`config.mk`:
```
export PLATFORM = sky130hd
export DESIGN_NAME = bcd2_seg_scan
export DESIGN_NICKNAME = d
export VERILOG_FILES = /design/src/rtl/bcd2_seg_scan.sv
export SDC_FILE = /design/constraint.sdc
export NUM_CORES = 1
export LEC_CHECK = 0
export CORE_MARGIN = 10
export CORE_UTILIZATION = 30
export DETAILED_ROUTE_END_ITERATION = 10
export GPL_ROUTABILITY_DRIVEN = 0
export PLACE_DENSITY = 0.5
export SKIP_LAST_GASP = 1
export SLEW_MARGIN = 10
export SYNTH_ARGS = -nofsm -noshare
export SYNTH_HDL_FRONTEND = slang
export SYNTH_SLANG_ARGS = --single-unit
```
`constraint.sdc`:
```
create_clock -name clki -period 3.4 [get_ports clki]
set_input_delay 0.51 -clock clki [delete_from_list [all_inputs] [get_ports clki]]
set_output_delay 0.51 -clock clki [all_outputs]
set_load 0.01 [all_outputs]
```
`src/rtl/bcd2_seg_scan.sv`:
```
// Two-digit BCD to multiplexed 7-segment scanner.
// Takes one tear-free snapshot per frame, inserts anode dead time, can blank a leading zero, and keeps a sticky invalid-BCD flag.
module bcd2_seg_scan #(
    parameter int DIGIT_CYCLES = 25000,
    parameter int DEAD_CYCLES  = 250
) (
    input  logic       clki,
    input  logic       rs,
    input  logic [3:0] units,
    input  logic [3:0] tens,
    input  logic       blank_lz,
    output logic [6:0] seg,
    output logic [1:0] an,
    output logic       err,
    output logic       frame_tick
);

    localparam int CW = (DIGIT_CYCLES > 1) ? $clog2(DIGIT_CYCLES) : 1;
    localparam logic [CW-1:0] LAST_CNT = CW'(DIGIT_CYCLES - 1);
    localparam logic [CW-1:0] DEAD_LIM = CW'(DEAD_CYCLES);

    logic [CW-1:0] r_cnt;
    logic          r_slot;
    logic [3:0]    r_uQ;
    logic [3:0]    r_tQ;
    logic          r_blzQ;
    logic [6:0]    r_seg;
    logic [1:0]    r_an;
    logic          r_err;
    logic          r_tick;

    logic          w_capture;
    logic [6:0]    w_seg;
    logic [1:0]    w_an;

    function automatic logic [6:0] enc(input logic [3:0] d);
        logic [6:0] s;
        case (d)
            4'd0:    s = 7'h40;
            4'd1:    s = 7'h79;
            4'd2:    s = 7'h24;
            4'd3:    s = 7'h30;
            4'd4:    s = 7'h19;
            4'd5:    s = 7'h12;
            4'd6:    s = 7'h02;
            4'd7:    s = 7'h78;
            4'd8:    s = 7'h00;
            4'd9:    s = 7'h10;
            default: s = 7'h3F;
        endcase
        return s;
    endfunction

    assign w_capture = (r_slot == 1'b0) && (r_cnt == '0);

    // Next display value from the current slot position; a capture edge always sits in dead time.
    always_comb begin
        w_seg = 7'h7F;
        w_an  = 2'b11;
        if (r_cnt >= DEAD_LIM) begin
            if (!r_slot) begin
                w_an  = 2'b10;
                w_seg = enc(r_uQ);
            end else if (!(r_blzQ && (r_tQ == 4'd0))) begin
                w_an  = 2'b01;
                w_seg = enc(r_tQ);
            end
        end
    end

    always_ff @(posedge clki) begin
        if (!rs) begin
            r_cnt  <= '0;
            r_slot <= 1'b0;
            r_uQ   <= 4'd0;
            r_tQ   <= 4'd0;
            r_blzQ <= 1'b0;
            r_seg  <= 7'h7F;
            r_an   <= 2'b11;
            r_err  <= 1'b0;
            r_tick <= 1'b0;
        end else begin
            if (r_cnt == LAST_CNT) begin
                r_cnt  <= '0;
                r_slot <= ~r_slot;
            end else begin
                r_cnt <= r_cnt + 1'b1;
            end
            r_tick <= w_capture;
            if (w_capture) begin
                r_uQ   <= units;
                r_tQ   <= tens;
                r_blzQ <= blank_lz;
                if ((units > 4'd9) || (tens > 4'd9)) begin
                    r_err <= 1'b1;
                end
            end
            r_seg <= w_seg;
            r_an  <= w_an;
        end
    end

    assign seg        = r_seg;
    assign an         = r_an;
    assign err        = r_err;
    assign frame_tick = r_tick;

endmodule

```
======== Yosys cells after proc, flatten, opt, wreduce, memory -nomap -nowiden ========
Memories as Yosys holds them, arrays and structs flattened. A register that Yosys moved wholly into a read port is not among the register bits.
Cells that the tools add are included.
cells by class
  $add $sub $neg .......................... 1
  magnitude comparators ................... 3
  equality and inequality tests ........... 1
  mux-type cells .......................... 8
  bitwise operators ....................... 2
  reductions and logical operators ........ 9
operators by type and width
  kind                                                   count
  two-way mux 4 bit                                      4
  adder 15 x 1 -> 15 bit (second input constant)         1
  equality test 15 bit (second input constant)           1
  >= comparator 15 x 8 -> 1 bit (second input constant)  1
  logical NOT 15 bit                                     1
  two-way mux 7 bit                                      2
  > comparator 4 bit (second input constant)             2
  logical NOT 4 bit                                      1
  AND reduction 2 bit                                    2
  AND reduction 3 bit                                    1
  logical AND 1 bit                                      2
  two-way mux 2 bit                                      1
  inverter 1 bit                                         2
  OR reduction 2 bit                                     1
  logical OR 1 bit                                       1
  two-way mux 1 bit                                      1
word-level totals
  flip-flop bits (word level) ............. 36
  ROM bits ................................ 224
  input bits .............................. 11
  output and inout port bits .............. 11
  logic and storage cells ................. 36
  memories kept ........................... 2
memory list
  name              depth  width  rd ports  clocked after Yosys merged registers in  wr ports  RTL line  RTL
  (name not given)  16     7      1         1                                        0         38        case (d)
  (name not given)  16     7      1         1                                        0         38

======== Longest topological paths before layout ========
  depth after elaboration ................. 4
  gate-level depth with buffers ........... 12
  mapped depth without buffers ............ 10

======== Worst setup path before layout ========
Ideal clock, no wire load.
  path kind ............................... reg-to-reg
  start ................................... reg r_cnt[11]
  end ..................................... reg (tool-made name)
  library setup time ...................... 0.103 ns
  data arrival time ....................... 2.379 ns
  data required time ...................... 3.297 ns
  path slack .............................. 0.918 ns
  stages on the path, launching flop included .. 11
  path buffers ............................ 2
  clock period less this slack ............ 2.482 ns
  cell sequence ........................... dfxtp_1 -> or4_4 -> and4b_1 -> buf_6 -> buf_12 -> nand2_1 -> a21o_1 -> ha_1 -> a21oi_1 -> nor3_2 -> a2111oi_2
RTL lines
  what                    RTL line  RTL
  from (decl)             22        logic [CW-1:0] r_cnt;
  from (signal assigned)  87        r_cnt <= r_cnt + 1'b1;

==> impl_metrics.csv <==
group,metric,value,unit
status,status,"finished clean",
floorplan,rows,33,
setup_path,slowest_delay,0.55,ns
sta,skew,0.0104,ns
sta,worst_slew_pin_slew,0.619,ns
finish,layout_commonest_cell,"dfxtp_1",
clocking,hold_buffers,0,
pwr,p_int,0.000971,W
finish,syn_to_final_growth,15.2,%
finish,final_cell_mix,"dfxtp_1 (50), nand2_1 (31), nor2_1 (27)",
drt,wire_per_inst,14.9,um
sta,fin_crit,2.74,ns
sta,timing.final.ws_setup,0.664,ns
global_routing,grt_pass1_vias,2011,
sta,final-setup-viol-count,0,
pwr,pwr-share-comb,20.1,%
setup_path,crit_path_max_fanout,27,
logic_synthesis,ys_ff_latch,50,
finish,fin_nets,323,
drt,route.detailed.drc,0,
setup_path,critPathSlowestCell,"or4_4",
sta,max_freq,366,MHz
sta,fin_crit_sh,80.5,%
clocking,h-tree-depth,2,
setup_path,r2r_cells,9,
pwr,cellPowerDensity,463,nW/um^2
logic_synthesis,synth_area,2520,um^2
placed_design,io_buffer_count,21,
clocking,clkLatencyLatePin,0.30,ns
logic_synthesis,synthDistinctLibCells,45,
clocking,cts_made_buffers,5,
floorplan,die-area,12500,um^2
logic_synthesis,seq_area_frac_synth,39.7,%
drt,drtIter0Drc,132,
clocking,cts_tree,"done",
pwr,swShare,27.9,%
setup_path,startpoint_type,"flop",
floorplan,die_height,112,um
worst_hold_path,whs_path_depth,2,
floorplan,core,8220,um^2
global_routing,grt_pass1_wl,10400,um
drt,ant_nets,0,
logic_synthesis,postSynthCellCount,284,
setup_path,arrival,2.94,ns
placed_design,hpwl,4360,um
sta,finalHoldViolations,0,
floorplan,start_util,30.7,%
global_routing,grt_max_degree,28,
pwr,clockPowerShare,30.5,%
clocking,clock-sinks,50,
finish,multi_input_area,1400,um^2
sta,final.setup.tns,0,ns
job,drv_cap,0,
setup_path,cp.required,3.61,ns
global_routing,antenna_found_initial,0,
sta,rsz0062_at_grt,"false",
logic_synthesis,yosys_warnings,0,
drt,drt_pass1_iterations,4,
pwr,p_leak,1.10,nW
drt,vias_per_cell,5.15,
drt,vias,2087,
clocking,cts_buffer_depth,2,
worst_hold_path,hold_end,"seg[2]",
floorplan,io_pins,22,
pwr,irDropWorstVdd,0.182,mV
setup_path,r2r_slack,0.66,ns
finish,fin_util,35.4,%
sta,slew_violations,0,
setup_path,critPathCaptureType,"flop",
setup_path,rr_startpoint,"r_cnt[11]",
finish,seq_area,1000,um^2
drt,wirelength,6040,um
setup_path,worstSetupPathType,"flop to flop",
placed_design,pre_cts_ws,0.670,ns
logic_synthesis,synth_nets,308,
finish,drive_above_1_share,6.33,%
global_routing,globalRoute.totalOverflow,0,
global_routing,grt_use_total,9.75,%
pwr,p_switching,0.000376,W
finish,nFillCells,848,
clocking,path_clk_slew,0.09,ns
worst_hold_path,min_path_type,"flop to flop",
pwr,pwr-share-seq,49.4,%
logic_synthesis,avgSynthCellArea,8.89,um^2
sta,whs,0.458,ns
clocking,cts_resized,0,
clocking,cts-root-buf,"clkbuf_8",
finish,num_antenna_cells,0,
setup_path,crit_chain,"or4_4 > and4b_1 > buf_4 > nand2_1 > a21o_1 > ha_1 > a21oi_1 > nor3_2 > a2111oi_2",
sta,slew_headroom,58.7,%
clocking,postCtsSetupBuffers,0,
floorplan,die_w,112,um
## synth_stat cells, drive strengths merged
| cell type | count | area, um^2 |
|---|---|---|
| dfxtp | 50 | 1000 |
| nand2 | 31 | 116 |
| nor2 | 27 | 101 |
| a21oi | 18 | 90.1 |
| ha | 13 | 163 |
| o211ai | 13 | 97.6 |
| xor2 | 11 | 96.3 |
| and3 | 9 | 56.3 |
| clkbuf | 9 | 33.8 |
| buf | 8 | 63.8 |
| inv | 7 | 26.3 |
| mux2i | 7 | 70.1 |
| nand2b | 7 | 43.8 |
| o21ai | 7 | 35.0 |
| o22ai | 7 | 43.8 |
| a32oi | 6 | 52.6 |
| nand3 | 6 | 30.0 |
| nor3 | 6 | 35.0 |
| a211oi | 4 | 35.0 |
| a21o | 4 | 30.0 |
| and4 | 4 | 35.0 |
| nand4 | 4 | 25.0 |
| mux2 | 3 | 33.8 |
| o32a | 3 | 30.0 |
| xnor2 | 3 | 26.3 |
| a2111oi | 2 | 30.0 |
| and4b | 2 | 20.0 |
| nor2b | 2 | 12.5 |
| or4 | 2 | 18.8 |
| a221oi | 1 | 8.76 |
| and2b | 1 | 7.51 |
| clkinv | 1 | 3.75 |
| nand4b | 1 | 8.76 |
| nor4 | 1 | 6.26 |
| nor4b | 1 | 8.76 |
| o2111a | 1 | 11.3 |
| o311ai | 1 | 8.76 |
| o31ai | 1 | 7.51 |
## how the worst max path moves through the flow
stage | slack [ns] | to | startpoint
finish | 0.66 | flop | r_cnt[11]
global route | 0.43 | flop | r_cnt[0]
CTS | 0.65 | flop | r_cnt[11]
detailed placement | 0.67 | flop | r_cnt[11]
global placement | 0.73 | flop | r_cnt[11]
floorplan | 0.92 | flop | r_cnt[11]
## cell families after synthesis
family / count (synthesis) / share of synthesized area, %
AO/OA/AOI/OAI: 68 / 19.0
XOR/XNOR: 14 / 4.86
adder cells (fa/ha/maj): 13 / 6.45
buffers and inverters: 25 / 5.06
flip-flops: 50 / 39.7
multiplexers: 10 / 4.12
AND/OR/NAND/NOR: 104 / 20.8
## layer usage
metal  GRT usage [%]  wire, um  vias to the layer above
li1                -         -                     1054
met5               0         0                        -
met4            2.66        47                        0
met2            13.8      2530                       50
met3            3.01       365                        5
met1            13.7      3100                      978
## power groups by stage
stage	logic [W]	registers, W	clock network, W
after floorplan	0.000213	0.000665	0
after global placement	0.000270	0.000681	0
after detailed placement	0.000270	0.000680	0
after CTS	0.000271	0.000666	0.000430
after global routing	0.000303	0.000672	0.000448
final	0.000270	0.000665	0.000411
## through the flow
stage	cell area [um^2]	instances	total power, W
6_report	2910	405	0.00135
5_1_grt	2910	405	0.00142
4_1_cts	2910	405	0.00137
3_5_place_dp	2800	397	0.000950
3_3_place_gp	2800	397	0.000951
2_1_floorplan	2520	284	0.000878
## critical path, delay by kind of cell, from the launching register on
family,cells,cell delay (ns)
AOI/OAI and AO/OA,3,0.74
adders and majority gates,1,0.23
buffers and inverters,1,0.32
DFF,1,0.34
and+or+nand+nor,4,1.02
## area by class of cell
cell class,instances,area share [%]
clock buffers,6,2.50
clock inverters,2,1.29
inverters,8,1.03
multi-input cells,209,48.0
flip-flops and latches,50,34.4
well taps,105,4.52
repair buffers,25,8.26
No activity file was read; power rests on OpenSTA's default activity.
